===== src/rtl/corescore_pkg.sv =====
// -----------------------------------------------------------------------------
// corescore_pkg
// Shared definitions for the corescore stream arbiter slice.
//   BYTE_W       : width of one stream beat (the UART emitter is byte wide)
//   arb_state_t  : arbiter FSM encoding, IDLE (no owner) and XFER (packet open)
//   idxWidth()   : width needed to hold a source index, never less than one bit
// -----------------------------------------------------------------------------
package corescore_pkg;

   localparam int BYTE_W = 8;

   typedef enum logic {
      ST_IDLE = 1'b0,
      ST_XFER = 1'b1
   } arb_state_t;

   // A single-source build still needs a one-bit index register.
   function automatic int idxWidth(input int n);
      return (n > 1) ? $clog2(n) : 1;
   endfunction

endpackage


===== src/rtl/corescore_rr_pick.sv =====
// -----------------------------------------------------------------------------
// corescore_rr_pick
// Combinational rotating-priority picker. The search starts one place after
// the previous winner and wraps, so the previous winner has lowest priority.
// Ports:
//   i_req  [NUM_SRC] : request vector (one bit per source)
//   i_last [IDX_W]   : index of the previous winner
//   o_pick [NUM_SRC] : one-hot winner, all zeros when nothing is requesting
//   o_idx  [IDX_W]   : binary index of the winner, zero when nothing requests
// -----------------------------------------------------------------------------
module corescore_rr_pick #(
   parameter int NUM_SRC = 4,
   parameter int IDX_W   = 2
) (
   input  logic [NUM_SRC-1:0] i_req,
   input  logic [IDX_W-1:0]   i_last,
   output logic [NUM_SRC-1:0] o_pick,
   output logic [IDX_W-1:0]   o_idx
);

   int               w_cand;
   logic [IDX_W-1:0] w_candIdx;
   logic             w_found;

   // Walk the sources in priority order starting just after the last winner.
   // The first requester found wins; later hits are ignored via w_found.
   always_comb begin
      o_pick    = '0;
      o_idx     = '0;
      w_found   = 1'b0;
      w_cand    = 0;
      w_candIdx = '0;
      for (int i = 1; i <= NUM_SRC; i++) begin
         w_cand    = (int'(i_last) + i) % NUM_SRC;
         w_candIdx = IDX_W'(w_cand);
         if (!w_found && i_req[w_candIdx]) begin
            w_found           = 1'b1;
            o_pick[w_candIdx] = 1'b1;
            o_idx             = w_candIdx;
         end
      end
   end

endmodule


===== src/rtl/corescore_stream_arbiter.sv =====
// -----------------------------------------------------------------------------
// corescore_stream_arbiter
// Packet-granular round-robin arbiter sharing one byte-wide AXI-Stream sink
// between NUM_SRC sources. A source owns the sink from grant until its tlast
// beat is accepted; packets never interleave. Counts forwarded packets.
// Ports:
//   i_clk, i_rst_n         : clock and synchronous active-low reset
//   i_tdata/i_tlast/i_tvalid : source streams, source k at byte lane k
//   o_tready [NUM_SRC]     : per-source ready, only the owner's bit can be 1
//   o_tdata/o_tlast/o_tvalid, i_tready : sink stream
//   o_grant [NUM_SRC]      : one-hot owner, zero when idle
//   o_busy                 : a packet is in progress
//   o_pkt_cnt [PKT_CNT_W]  : wrapping count of completed packets
// -----------------------------------------------------------------------------
module corescore_stream_arbiter
   import corescore_pkg::*;
#(
   parameter int NUM_SRC   = 4,
   parameter int PKT_CNT_W = 16
) (
   input  logic                        i_clk,
   input  logic                        i_rst_n,
   input  logic [NUM_SRC*BYTE_W-1:0]   i_tdata,
   input  logic [NUM_SRC-1:0]          i_tlast,
   input  logic [NUM_SRC-1:0]          i_tvalid,
   output logic [NUM_SRC-1:0]          o_tready,
   output logic [BYTE_W-1:0]           o_tdata,
   output logic                        o_tlast,
   output logic                        o_tvalid,
   input  logic                        i_tready,
   output logic [NUM_SRC-1:0]          o_grant,
   output logic                        o_busy,
   output logic [PKT_CNT_W-1:0]        o_pkt_cnt
);

   localparam int IDX_W = idxWidth(NUM_SRC);

   arb_state_t           r_state;
   arb_state_t           w_nextState;
   logic [NUM_SRC-1:0]   r_grant;
   logic [IDX_W-1:0]     r_lastWinner;
   logic [PKT_CNT_W-1:0] r_pktCnt;
   logic [NUM_SRC-1:0]   w_pick;
   logic [IDX_W-1:0]     w_pickIdx;
   logic                 w_pktDone;
   logic [BYTE_W-1:0]    w_srcData [NUM_SRC];

   corescore_rr_pick #(
      .NUM_SRC (NUM_SRC),
      .IDX_W   (IDX_W)
   ) u_pick (
      .i_req  (i_tvalid),
      .i_last (r_lastWinner),
      .o_pick (w_pick),
      .o_idx  (w_pickIdx)
   );

   // Split the flat data bus into per-source byte lanes for the mux below.
   always_comb begin
      for (int k = 0; k < NUM_SRC; k++) begin
         w_srcData[k] = i_tdata[k*BYTE_W +: BYTE_W];
      end
   end

   // Next-state and sink datapath. While a packet is open the last winner is
   // also the current owner, so it doubles as the mux select and no separate
   // owner index register is needed. Sink outputs are forced to zero in IDLE.
   always_comb begin
      w_nextState = r_state;
      w_pktDone   = 1'b0;
      o_tdata     = '0;
      o_tlast     = 1'b0;
      o_tvalid    = 1'b0;
      o_tready    = '0;
      case (r_state)
         ST_IDLE: begin
            if (|i_tvalid) begin
               w_nextState = ST_XFER;
            end
         end
         ST_XFER: begin
            o_tdata  = w_srcData[r_lastWinner];
            o_tlast  = i_tlast[r_lastWinner];
            o_tvalid = i_tvalid[r_lastWinner];
            o_tready = r_grant & {NUM_SRC{i_tready}};
            if (i_tvalid[r_lastWinner] && i_tready && i_tlast[r_lastWinner]) begin
               w_pktDone   = 1'b1;
               w_nextState = ST_IDLE;
            end
         end
         default: begin
            w_nextState = ST_IDLE;
         end
      endcase
   end

   // State, grant, last winner and packet counter. The grant is captured from
   // the picker only in IDLE, so requests arriving mid-packet simply wait for
   // the next IDLE cycle. Reset leaves the last winner at the top index so
   // source 0 is searched first.
   always_ff @(posedge i_clk) begin
      if (!i_rst_n) begin
         r_state      <= ST_IDLE;
         r_grant      <= '0;
         r_lastWinner <= IDX_W'(NUM_SRC - 1);
         r_pktCnt     <= '0;
      end else begin
         r_state <= w_nextState;
         if (r_state == ST_IDLE && |i_tvalid) begin
            r_grant      <= w_pick;
            r_lastWinner <= w_pickIdx;
         end else if (w_pktDone) begin
            r_grant  <= '0;
            r_pktCnt <= r_pktCnt + PKT_CNT_W'(1);
         end
      end
   end

   assign o_grant   = r_grant;
   assign o_busy    = (r_state == ST_XFER);
   assign o_pkt_cnt = r_pktCnt;

endmodule

===== config.mk =====
export PLATFORM = sky130hd
export DESIGN_NAME = corescore_stream_arbiter
export DESIGN_NICKNAME = d
export VERILOG_FILES = /design/src/rtl/corescore_pkg.sv /design/src/rtl/corescore_rr_pick.sv /design/src/rtl/corescore_stream_arbiter.sv
export SDC_FILE = /design/constraint.sdc
export NUM_CORES = 1
export LEC_CHECK = 0
export ABC_CLOCK_PERIOD_IN_PS = 2300
export BUFFER_PORTS_ARGS = -buffer_cell sky130_fd_sc_hd__buf_2
export CORE_ASPECT_RATIO = 1.25
export CORE_MARGIN = 3
export CORE_UTILIZATION = 30
export CTS_BUF_LIST = sky130_fd_sc_hd__clkbuf_4 sky130_fd_sc_hd__clkbuf_8 sky130_fd_sc_hd__clkbuf_16
export CTS_CLUSTER_DIAMETER = 200
export DETAILED_ROUTE_END_ITERATION = 10
export PLACE_DENSITY = 0.57
export SETUP_SLACK_MARGIN = 0.1
export SYNTH_ARGS = -nofsm -noshare
export SYNTH_HDL_FRONTEND = slang
export SYNTH_HIERARCHICAL = 1
export SYNTH_SLANG_ARGS = --single-unit

===== constraint.sdc =====
create_clock -name i_clk -period 2.3 [get_ports i_clk]
set_input_delay 0.23 -clock i_clk [delete_from_list [all_inputs] [get_ports i_clk]]
set_output_delay 0.23 -clock i_clk [all_outputs]
set_load 0.01 [all_outputs]

==> results.cfg <==
[routing]
drt_iter0_drc = 178
drc = 0
wl_um = 6070
avgRoutedWirePerCell_um = 15.4
vias_per_cell = 5.40
first_pass_iters = 4
ant_nets = 0
via_count = 2124

[hold_path]
hold_class = in -> reg

[critical_path]
start_kind = register
slowest_stage = mux4_2
worst_r2r_endpoint = o_grant[0]
path_class = reg -> reg
path_cells = buf_6, mux4_2, a211oi_4, a221o_1, nand2_1, a21oi_1
slowest_delay_ns = 0.65
crit_required_ns = 2.50
crit_fanout = 26
startpoint = r_lastWinner[0]
r2r_start = r_lastWinner[0]
crit_end = o_grant[0]
cp.arrival_ns = 2.22
ff2ff_setup_slack_ns = 0.28
worstRegToRegCells = 6
endpoint_kind = register

[synth]
syn-instance-count = 232
synth_cell_type_count = 49
synth_nets = 284
synth_enable_flop_cells = 0
synthesis.area_mm2 = 0.00203
postSynthAreaPerCell_um2 = 8.75
yosysWarnings = 6
ys_ff_latch = 23
ys_async_sr_fraction_pct = 0
ys_seq_area_share_pct = 22.7
synth_top_flop_cell = dfxtp_1

[timing]
period_share_pct = 87.9
finalHoldViolations = 0
min_period_ns = 2.02
fin_worst_skew_ns = 0.00453
setup_violations = 0
max_freq_ghz = 0.495
tns_ns = 0
setup_ws_ns = 0.278
final_max_slew_viol_count = 0
rsz0062_at_grt = false
slew_headroom_pct = 64.4
worst_slew_pin_slew_ns = 0.533

[global_routing]
grtUsageMet1_pct = 20.7
gr-usage-met3_pct = 2.03
gr-total-overflow = 0
grt.busiest_layer = met2
grt_pass1_vias = 2016
grt_start_max_net_pins = 27
track_usage_pct = 15.7
grt_pass1_wl_um = 10100
met2_usage_pct = 26.9
antenna_found_initial = 0

[placement]
dpl_cell_area_mm2 = 0.00250
gp_congestion = 0.846
post-dp-hpwl_um = 4550
portBuffers = 77
pre_cts_ws_ns = 0.247

[layout]
final_area_mm2 = 0.00255
fin_nets = 361
most-common-layout-cells = buf_2 (77), nand2_1 (31), dfxtp_1 (23)
antenna-diode-count = 0
mostFrequentLayoutCell = buf_2
area_growth_pct = 25.8
drive_gt1_share_pct = 33.8

[cts]
cts.sinks = 23
htreeDepth = 1
hold_buffers = 0
numCtsBuffers = 3
clk_pin_slew_worst_paths_ns = 0.09
cts_root_buf = clkbuf_8
cts_tree = done
cts_max_path_buffers = 2
clock_latency_ns = 0.27

[die]
start_util_pct = 31.9
row_count = 32
num_io_pins = 78
core_area_mm2 = 0.00637
die_x_um = 79.6
dieArea_mm2 = 0.00780
die_y_um = 98.0

[run]
drv_cap = 0

[power]
leakage_nw = 1.16
pwr_density_cell_mw_per_mm2 = 502
peakVddDrop_uv = 220

[status]
status = finished clean
-- flip-flops by register name, summed over array words and instances, names as in the netlist --
name	count
o_grant	4
o_pkt_cnt	16
r_lastWinner	2
o_busy	1
-- cells in the mapped netlist (5+ instances only) --
cell type	instances	share of area [%]
or4_1	12	4.4
mux2i_1	10	4.9
a21oi_1	18	4.4
o21ai_1	6	1.5
ha_1	9	5.5
nand3_1	11	2.7
clkbuf_1	8	1.5
nand2b_1	6	1.8
o21ai_0	5	1.2
nand2_1	31	5.7
dfxtp_1	23	23
mux4_1	7	9.1
o211ai_1	5	1.8
buf_6	5	2.8
and2_1	9	2.8
and3_1	5	1.5
o31ai_1	8	3.0
-- kinds of logic after synthesis --
group | Yosys count | share of synthesized area, %
simple gates | 100 | 27.4
compound gates | 57 | 20.0
flops | 23 | 22.7
mux | 22 | 18.4
buf+inv | 21 | 6.04
fa+ha+maj | 9 | 5.55
-- how the worst min path moves through the flow --
stage | slack [ns] | depth (start not counted) | to | start
after global placement | 0.45 | 2 | o_pkt_cnt[15] | o_pkt_cnt[15]
after detailed placement | 0.46 | 2 | o_pkt_cnt[15] | o_pkt_cnt[15]
after global routing | 0.30 | 2 | r_lastWinner[1] | i_rst_n
final | 0.27 | 2 | r_lastWinner[1] | i_rst_n
after floorplan | 0.38 | 2 | o_pkt_cnt[12] | i_rst_n
after CTS | 0.27 | 2 | r_lastWinner[1] | i_rst_n
-- critical path, delay by kind of cell, from the launching register on --
| family | cells | cell delay, ns |
|---|---|---|
| muxes | 1 | 0.65 |
| AOI/OAI and AO/OA | 3 | 0.64 |
| DFF | 1 | 0.37 |
| buffers and inverters | 1 | 0.25 |
| and+or+nand+nor | 1 | 0.05 |
-- power by group --
| group | switching [mW] | internal, mW |
|---|---|---|
| registers | 0.0160 | 0.416 |
| clock network | 0.143 | 0.136 |
| logic | 0.316 | 0.255 |
-- area by class of cell --
type,count,area (um2)
Tap cell,85,106
Inverter,5,18.8
Multi-Input combinational cell,188,1450
Fill cell,674,3810
Sequential cell,23,460
Timing Repair Buffer,88,472
Clock buffer,4,48.8
-- what timing repair did --
item,CTS,global route
resized for setup,0,1
setup endpoints to repair,0,1
setup buffers,0,0
-- through the flow --
| step | hold WS (ns) | total power, mW | std cells | util [%] |
|---|---|---|---|---|
| 6_report | 0.267 | 1.28 | 393 | 40.1 |
| 5_1_grt | 0.296 | 1.36 | 393 | 40.1 |
| 4_1_cts | 0.270 | 1.29 | 393 | 40.1 |
| 3_5_place_dp | 0.459 | 1.01 | 389 | 39.3 |
| 3_3_place_gp | 0.453 | 1.01 | 389 | 39.3 |
| 2_1_floorplan | 0.382 | 0.849 | 232 | - |
-- per-layer routing --
metal	up-vias	part of all wire, %
met5	-	0
met1	1024	43
met2	44	53
li1	1048	-
met3	8	3.3
met4	0	1.2
(Power assumes the default switching activity.)
